**src/rtl/regfile_pkg.sv**
```systemverilog
// rtl/regfile_pkg.sv - shared register-file writeback types and constants
//
// Contents:
//   REG_AW, REG_DW   default register address / data widths
//   REG_ZERO         architectural zero register index
//   wb_req_t         packed {addr, data} writeback request
//   REQ_ALU, REQ_MEM requester indices as reported on grant_id

package regfile_pkg;

    localparam int REG_AW   = 5;
    localparam int REG_DW   = 32;
    localparam int REG_ZERO = 0;

    typedef struct packed {
        logic [REG_AW-1:0] addr;
        logic [REG_DW-1:0] data;
    } wb_req_t;

    localparam logic REQ_ALU = 1'b0;
    localparam logic REQ_MEM = 1'b1;

endpackage

```
**src/rtl/regfile_wb_arbiter_hold_buf.sv**
```systemverilog
// rtl/regfile_wb_arbiter_hold_buf.sv - one-entry valid/ready writeback holding register
//
// Ports:
//   clk, rst_n            clock, asynchronous active-low reset
//   in_valid/in_ready     request handshake; transfer when both high on posedge
//   in_addr, in_data      request payload captured on transfer
//   grant                 entry is consumed by the arbiter this cycle
//   clear                 entry is discarded without using the write port
//   full, addr, data      current entry

module wb_hold_buf
    import regfile_pkg::*;
#(
    parameter int AW = REG_AW,
    parameter int DW = REG_DW
) (
    input  logic          clk,
    input  logic          rst_n,
    input  logic          in_valid,
    input  logic [AW-1:0] in_addr,
    input  logic [DW-1:0] in_data,
    output logic          in_ready,
    input  logic          grant,
    input  logic          clear,
    output logic          full,
    output logic [AW-1:0] addr,
    output logic [DW-1:0] data
);

    // A granted entry leaves on this edge, so the slot can be refilled at once.
    assign in_ready = !full || grant;

    always_ff @(posedge clk or negedge rst_n) begin
        if (!rst_n) begin
            full <= 1'b0;
            addr <= '0;
            data <= '0;
        end else if (in_valid && in_ready) begin
            // New accept wins over a same-edge grant: it replaces the granted entry.
            full <= 1'b1;
            addr <= in_addr;
            data <= in_data;
        end else if (grant || clear) begin
            full <= 1'b0;
        end
    end

endmodule

```
**src/rtl/regfile_wb_arbiter.sv**
```systemverilog
// rtl/regfile_wb_arbiter.sv - two-requester arbiter for the register-file write port
//
// Optional feature macro: REGFILE_WB_ARBITER_FWD_EN (adds write-port bypass outputs)
//
// Ports:
//   clk, rst_n                       clock, asynchronous active-low reset
//   req0_valid/addr/data/ready       ALU writeback request (requester 0)
//   req1_valid/addr/data/ready       load writeback request (requester 1)
//   wd_addr, wd_data, w_enable       registered register-file write port
//   grant_id                         requester owning the current w_enable cycle
//   rs_addr, rt_addr                 (FWD_EN) decode-stage read addresses
//   fwd_rs_hit/data, fwd_rt_hit/data (FWD_EN) bypass of the in-flight write
//   idle                             both buffers empty and no write in flight

module regfile_wb_arbiter
    import regfile_pkg::*;
#(
    parameter int ARB_MODE   = 0,
    parameter int ZERO_GUARD = 1,
    parameter int DW         = REG_DW,
    parameter int AW         = REG_AW
) (
    input  logic          clk,
    input  logic          rst_n,
    input  logic          req0_valid,
    input  logic [AW-1:0] req0_addr,
    input  logic [DW-1:0] req0_data,
    output logic          req0_ready,
    input  logic          req1_valid,
    input  logic [AW-1:0] req1_addr,
    input  logic [DW-1:0] req1_data,
    output logic          req1_ready,
    output logic [AW-1:0] wd_addr,
    output logic [DW-1:0] wd_data,
    output logic          w_enable,
    output logic          grant_id,
`ifdef REGFILE_WB_ARBITER_FWD_EN
    input  logic [AW-1:0] rs_addr,
    input  logic [AW-1:0] rt_addr,
    output logic          fwd_rs_hit,
    output logic          fwd_rt_hit,
    output logic [DW-1:0] fwd_rs_data,
    output logic [DW-1:0] fwd_rt_data,
`endif
    output logic          idle
);

    localparam logic [AW-1:0] ZERO_ADDR = AW'(REG_ZERO);
    localparam bit GUARD_ON = (ZERO_GUARD != 0);
    localparam bit FIXED_PRI = (ARB_MODE == 1);

    logic          full0, full1;
    logic [AW-1:0] addr0, addr1;
    logic [DW-1:0] data0, data1;
    logic          grant0, grant1;
    logic          clear0, clear1;
    logic          elig0, elig1;
    // Round-robin pointer: 1 means req1 is preferred on the next contention.
    logic          rr_ptr;

    wb_hold_buf #(.AW(AW), .DW(DW)) u_buf0 (
        .clk      (clk),
        .rst_n    (rst_n),
        .in_valid (req0_valid),
        .in_addr  (req0_addr),
        .in_data  (req0_data),
        .in_ready (req0_ready),
        .grant    (grant0),
        .clear    (clear0),
        .full     (full0),
        .addr     (addr0),
        .data     (data0)
    );

    wb_hold_buf #(.AW(AW), .DW(DW)) u_buf1 (
        .clk      (clk),
        .rst_n    (rst_n),
        .in_valid (req1_valid),
        .in_addr  (req1_addr),
        .in_data  (req1_data),
        .in_ready (req1_ready),
        .grant    (grant1),
        .clear    (clear1),
        .full     (full1),
        .addr     (addr1),
        .data     (data1)
    );

    // Writes to the zero register are dropped in place and never compete for
    // the port, so the other buffer can still be granted on the same edge.
    always_comb begin
        clear0 = full0 && GUARD_ON && (addr0 == ZERO_ADDR);
        clear1 = full1 && GUARD_ON && (addr1 == ZERO_ADDR);
        elig0  = full0 && !clear0;
        elig1  = full1 && !clear1;
        grant0 = 1'b0;
        grant1 = 1'b0;
        if (elig0 && elig1) begin
            if (FIXED_PRI || !rr_ptr) begin
                grant0 = 1'b1;
            end else begin
                grant1 = 1'b1;
            end
        end else begin
            grant0 = elig0;
            grant1 = elig1;
        end
    end

    always_ff @(posedge clk or negedge rst_n) begin
        if (!rst_n) begin
            rr_ptr <= 1'b0;
        end else if (grant0) begin
            rr_ptr <= 1'b1;
        end else if (grant1) begin
            rr_ptr <= 1'b0;
        end
    end

    // Registered port: stable through the negedge where the register file samples.
    always_ff @(posedge clk or negedge rst_n) begin
        if (!rst_n) begin
            w_enable <= 1'b0;
            wd_addr  <= '0;
            wd_data  <= '0;
            grant_id <= REQ_ALU;
        end else if (grant0 || grant1) begin
            w_enable <= 1'b1;
            wd_addr  <= grant1 ? addr1 : addr0;
            wd_data  <= grant1 ? data1 : data0;
            grant_id <= grant1 ? REQ_MEM : REQ_ALU;
        end else begin
            w_enable <= 1'b0;
        end
    end

    assign idle = !full0 && !full1 && !w_enable;

`ifdef REGFILE_WB_ARBITER_FWD_EN
    logic port_live;

    assign port_live   = w_enable && (wd_addr != ZERO_ADDR || !GUARD_ON);
    assign fwd_rs_hit  = port_live && (wd_addr == rs_addr);
    assign fwd_rt_hit  = port_live && (wd_addr == rt_addr);
    assign fwd_rs_data = wd_data;
    assign fwd_rt_data = wd_data;
`endif

endmodule
```
**config.mk**
```make
export PLATFORM = sky130hd
export DESIGN_NAME = regfile_wb_arbiter
export DESIGN_NICKNAME = d
export VERILOG_FILES = /design/src/rtl/regfile_pkg.sv /design/src/rtl/regfile_wb_arbiter_hold_buf.sv /design/src/rtl/regfile_wb_arbiter.sv
export SDC_FILE = /design/constraint.sdc
export NUM_CORES = 1
export LEC_CHECK = 0
export ABC_AREA = 0
export CORE_MARGIN = 2
export CORE_UTILIZATION = 50
export DETAILED_ROUTE_END_ITERATION = 10
export PLACE_DENSITY = 0.77
export REMOVE_ABC_BUFFERS = 1
export SYNTH_ARGS = -nofsm -noshare
export SYNTH_HDL_FRONTEND = slang
export SYNTH_SLANG_ARGS = --single-unit
```
**constraint.sdc**
```tcl
create_clock -name clk -period 4.06 [get_ports clk]
set_clock_uncertainty 0.2 [all_clocks]
set_input_delay 0.406 -clock clk [delete_from_list [all_inputs] [get_ports clk]]
set_output_delay 0.406 -clock clk [all_outputs]
set_load 0.005 [all_outputs]
```
==> results.txt <==
Status: finished clean
FF-to-FF setup slack: 1140 ps
Die Height: 101 microns
Worst-Margin Slew: 1310 ps
Clk pin slew, worst setup/hold paths: 50 ps
GP Congestion: 0.820
DRT antenna net count: 0
Vias per cell: 5.71
Leakage: 0.00269 uW
Worst relative slew slack: 0.128
Die ar.: 0.0102 sq mm
Worst Path Max Fanout: 36
Ant. Diodes: 0
Internal power: 3550 uW
CTS Hold Bufs: 1
WP data required: 3450 ps
Post-synthesis sequential area ratio: 0.616
Unique cell type count in the Yosys netlist: 34
Post-synthesis cell area: 0.00471 sq mm
Crit path kind: reg2out
Worst Hold End: u_buf0.data[22]$_DFFE_PN0P_
Critical path's top delay family: compound AO/OA/AOI/OAI gates
HP Start: u_buf0.data[22]$_DFFE_PN0P_
Worst R2R Start: u_buf0.addr[1]$_DFFE_PN0P_
Die Wd: 101 microns
NetSw: 1440 uW
Via Count: 3,234
R2r worst-path depth: 4
Top cells by area, synth: dfrtp_1 (62%), mux2_2 (14%), o221a_1 (7.2%)
Worst path bufs/invs: 2
Filler cells: 632
Final Slew Violations: 0
Fin crit period: 3780 ps
Core ar.: 0.00920 sq mm
Max incr delay on CP: 1050 ps
Worst-Skew Late Latency: 500 ps
DR WL/cell: 19.7 microns
Initial antenna violation count: 0
Pwr dens: 755 mW/mm^2
IO Pins: 120
Total power: 4980 uW
CTS sink cnt: 116
Max clock buf depth: 2
Number of global-route vias before repair: 3,563
Sequential share of power: 0.379
Post-synth top area share: 0.616
Clock root cell: clkbuf_8
Synth Flop Type: dfrtp_1
Synth async-reset ratio: 1.00
Placed cell area: 0.00599 sq mm
H-tree Lvls: 4
DRC violations left: 0
1st-iter DRT viols: 91
Final Cycle Share: 0.931
Hold Violations, Final: 0
Sw frac: 0.288
Post-route cell area: 0.00660 sq mm
Comb power frac: 0.317
Syn. warnings: 0
Yosys reg bits: 116
Row Count: 35
Peak supply drop: 0.405 mV
Crit. Startpoint: u_buf1.full$_DFFE_PN0P_
Final-stage net count: 521
RR Endpoint: wd_data[31]$_DFFE_PN0P_
CP arrival: 3170 ps
Max Clk Rate: 0.264 GHz
Class of the worst hold path: reg2reg
CTS tree: built
Worst Setup End Kind: output port
First-pass GRT wire length: 17.9 mm
Slowest CP cell: a211oi_4
Drt first pass iters: 4
Yosys top cell by area: dfrtp_1
CTS resizes: 0
Accumulated negative setup slack: 0 ps
Gr usage total: 0.230
Clock share of power: 0.304
Fin worst setup slack: 279 ps
Post-DP HPWL: 6.85 mm
Cell with the most instances after synthesis: dfrtp_1
Commonest cells post-synth: dfrtp_1 (116), mux2_2 (60), or3_1 (33)
Max Cap Viol: 0
Largest net degree at the start of global routing: 81
Grt total ovfl: 0
Num CTS Buffers: 17
Initial core utilization: 0.512
Final setup viols: 0
Share of cells above drive strength 1: 0.233
RSZ-0062 raised after global routing: no
Worst slack, placed: 835 ps
Worst hold path depth: 1
Area delta synth->final: 40.1%
Critical-path cell list: inv_1, a211oi_4, o21ai_1, clkdlybuf4s50_1
Count of input and output buffers: 119
Post-CTS Setup Bufs: 0
Post-Synthesis Cells: 321
CP Launch Type: flip-flop
Avg Synthesized Cell Area: 14.7 sq um
Total Wirelength: 11.1 mm
Post-synth EDFFs: 0
[worst max path at each step]
| stage | endpoint | depth (start not counted) |
|---|---|---|
| after floorplan | u_buf1.data[0]$_DFFE_PN0P_ | 4 |
| after global placement | req0_ready | 4 |
| after detailed placement | req0_ready | 4 |
| after CTS | req0_ready | 4 |
| after global routing | req0_ready | 4 |
| final | req0_ready | 4 |
[per-layer routing]
| layer | routed length (microns) | vias up | global-route usage | part of all wire |
|---|---|---|---|---|
| met5 | 0 | - | 0 | 0 |
| met4 | 115 | 0 | 0.0748 | 0.010 |
| met3 | 520 | 13 | 0.0569 | 0.047 |
| met2 | 5740 | 97 | 0.381 | 0.52 |
| met1 | 4750 | 1642 | 0.299 | 0.43 |
| li1 | - | 1482 | - | - |
[area by class of cell]
| class | instances | area (sq um) | area share |
|---|---|---|---|
| sequential | 116 | 2900 | 0.440 |
| clock inverter | 13 | 185 | 0.0281 |
| inverter | 4 | 15.0 | 0.00227 |
| tap | 111 | 139 | 0.0210 |
| clock buffer | 18 | 418 | 0.0633 |
| multi-input combinational | 178 | 1680 | 0.255 |
| timing repair buffer | 126 | 1260 | 0.190 |
[flip-flops by register name (all words and copies together), names as in the netlist]
register,cells
u_buf1.addr,5
rr_ptr,1
u_buf1.full,1
grant_id,1
wd_addr,5
u_buf0.addr,5
w_enable,1
u_buf0.full,1
u_buf0.data,32
u_buf1.data,32
wd_data,32
[cells by family after synthesis]
| kind of cell | synth area share |
|---|---|
| flops | 0.616 |
| simple gates | 0.0630 |
| compound gates | 0.137 |
| mux | 0.153 |
| buf+inv | 0.0311 |
[cells in the final DEF, fill, tap and decap left out, drive strengths merged, types with 2 or more instances in the layout]
cell type	synthesis	final
clkdlybuf4s50	0	118
dfrtp	116	116
mux2	64	64
or3	33	33
o221a	32	32
clkbuf	10	18
buf	13	7
a21oi	6	6
nor2	5	5
and3	5	5
a221o	5	5
a32o	5	5
a22o	5	5
clkinvlp	0	5
bufinv	0	4
inv	4	4
clkinv	0	4
o21ai	3	3
nor3	2	2
nand2	2	2
[power by group through the flow]
stage | Combinational (uW) | Sequential (uW) | Clock, uW
3_3_place_gp | 1540 | 1870 | 0
5_1_grt | 1710 | 1940 | 1590
6_report | 1580 | 1890 | 1510
3_5_place_dp | 1580 | 1900 | 0
2_1_floorplan | 823 | 1840 | 0
4_1_cts | 1600 | 1890 | 1520
[per-stage QoR]
step | hold WS, ps | cells | util
2_1_floorplan | -89.6 | 298 | -
3_3_place_gp | 267 | 534 | 0.651
3_5_place_dp | 278 | 534 | 0.651
4_1_cts | 286 | 566 | 0.718
5_1_grt | 281 | 566 | 0.718
6_report | 289 | 566 | 0.718
[worst reg2reg max path, stage by stage, from the launching register on]
cell,delay (ps)
dfrtp_1,390
or4_4,580
o211a_1,270
or3_1,880
o221a_2,480
Note: power is estimated with default switching activity, not from simulation.
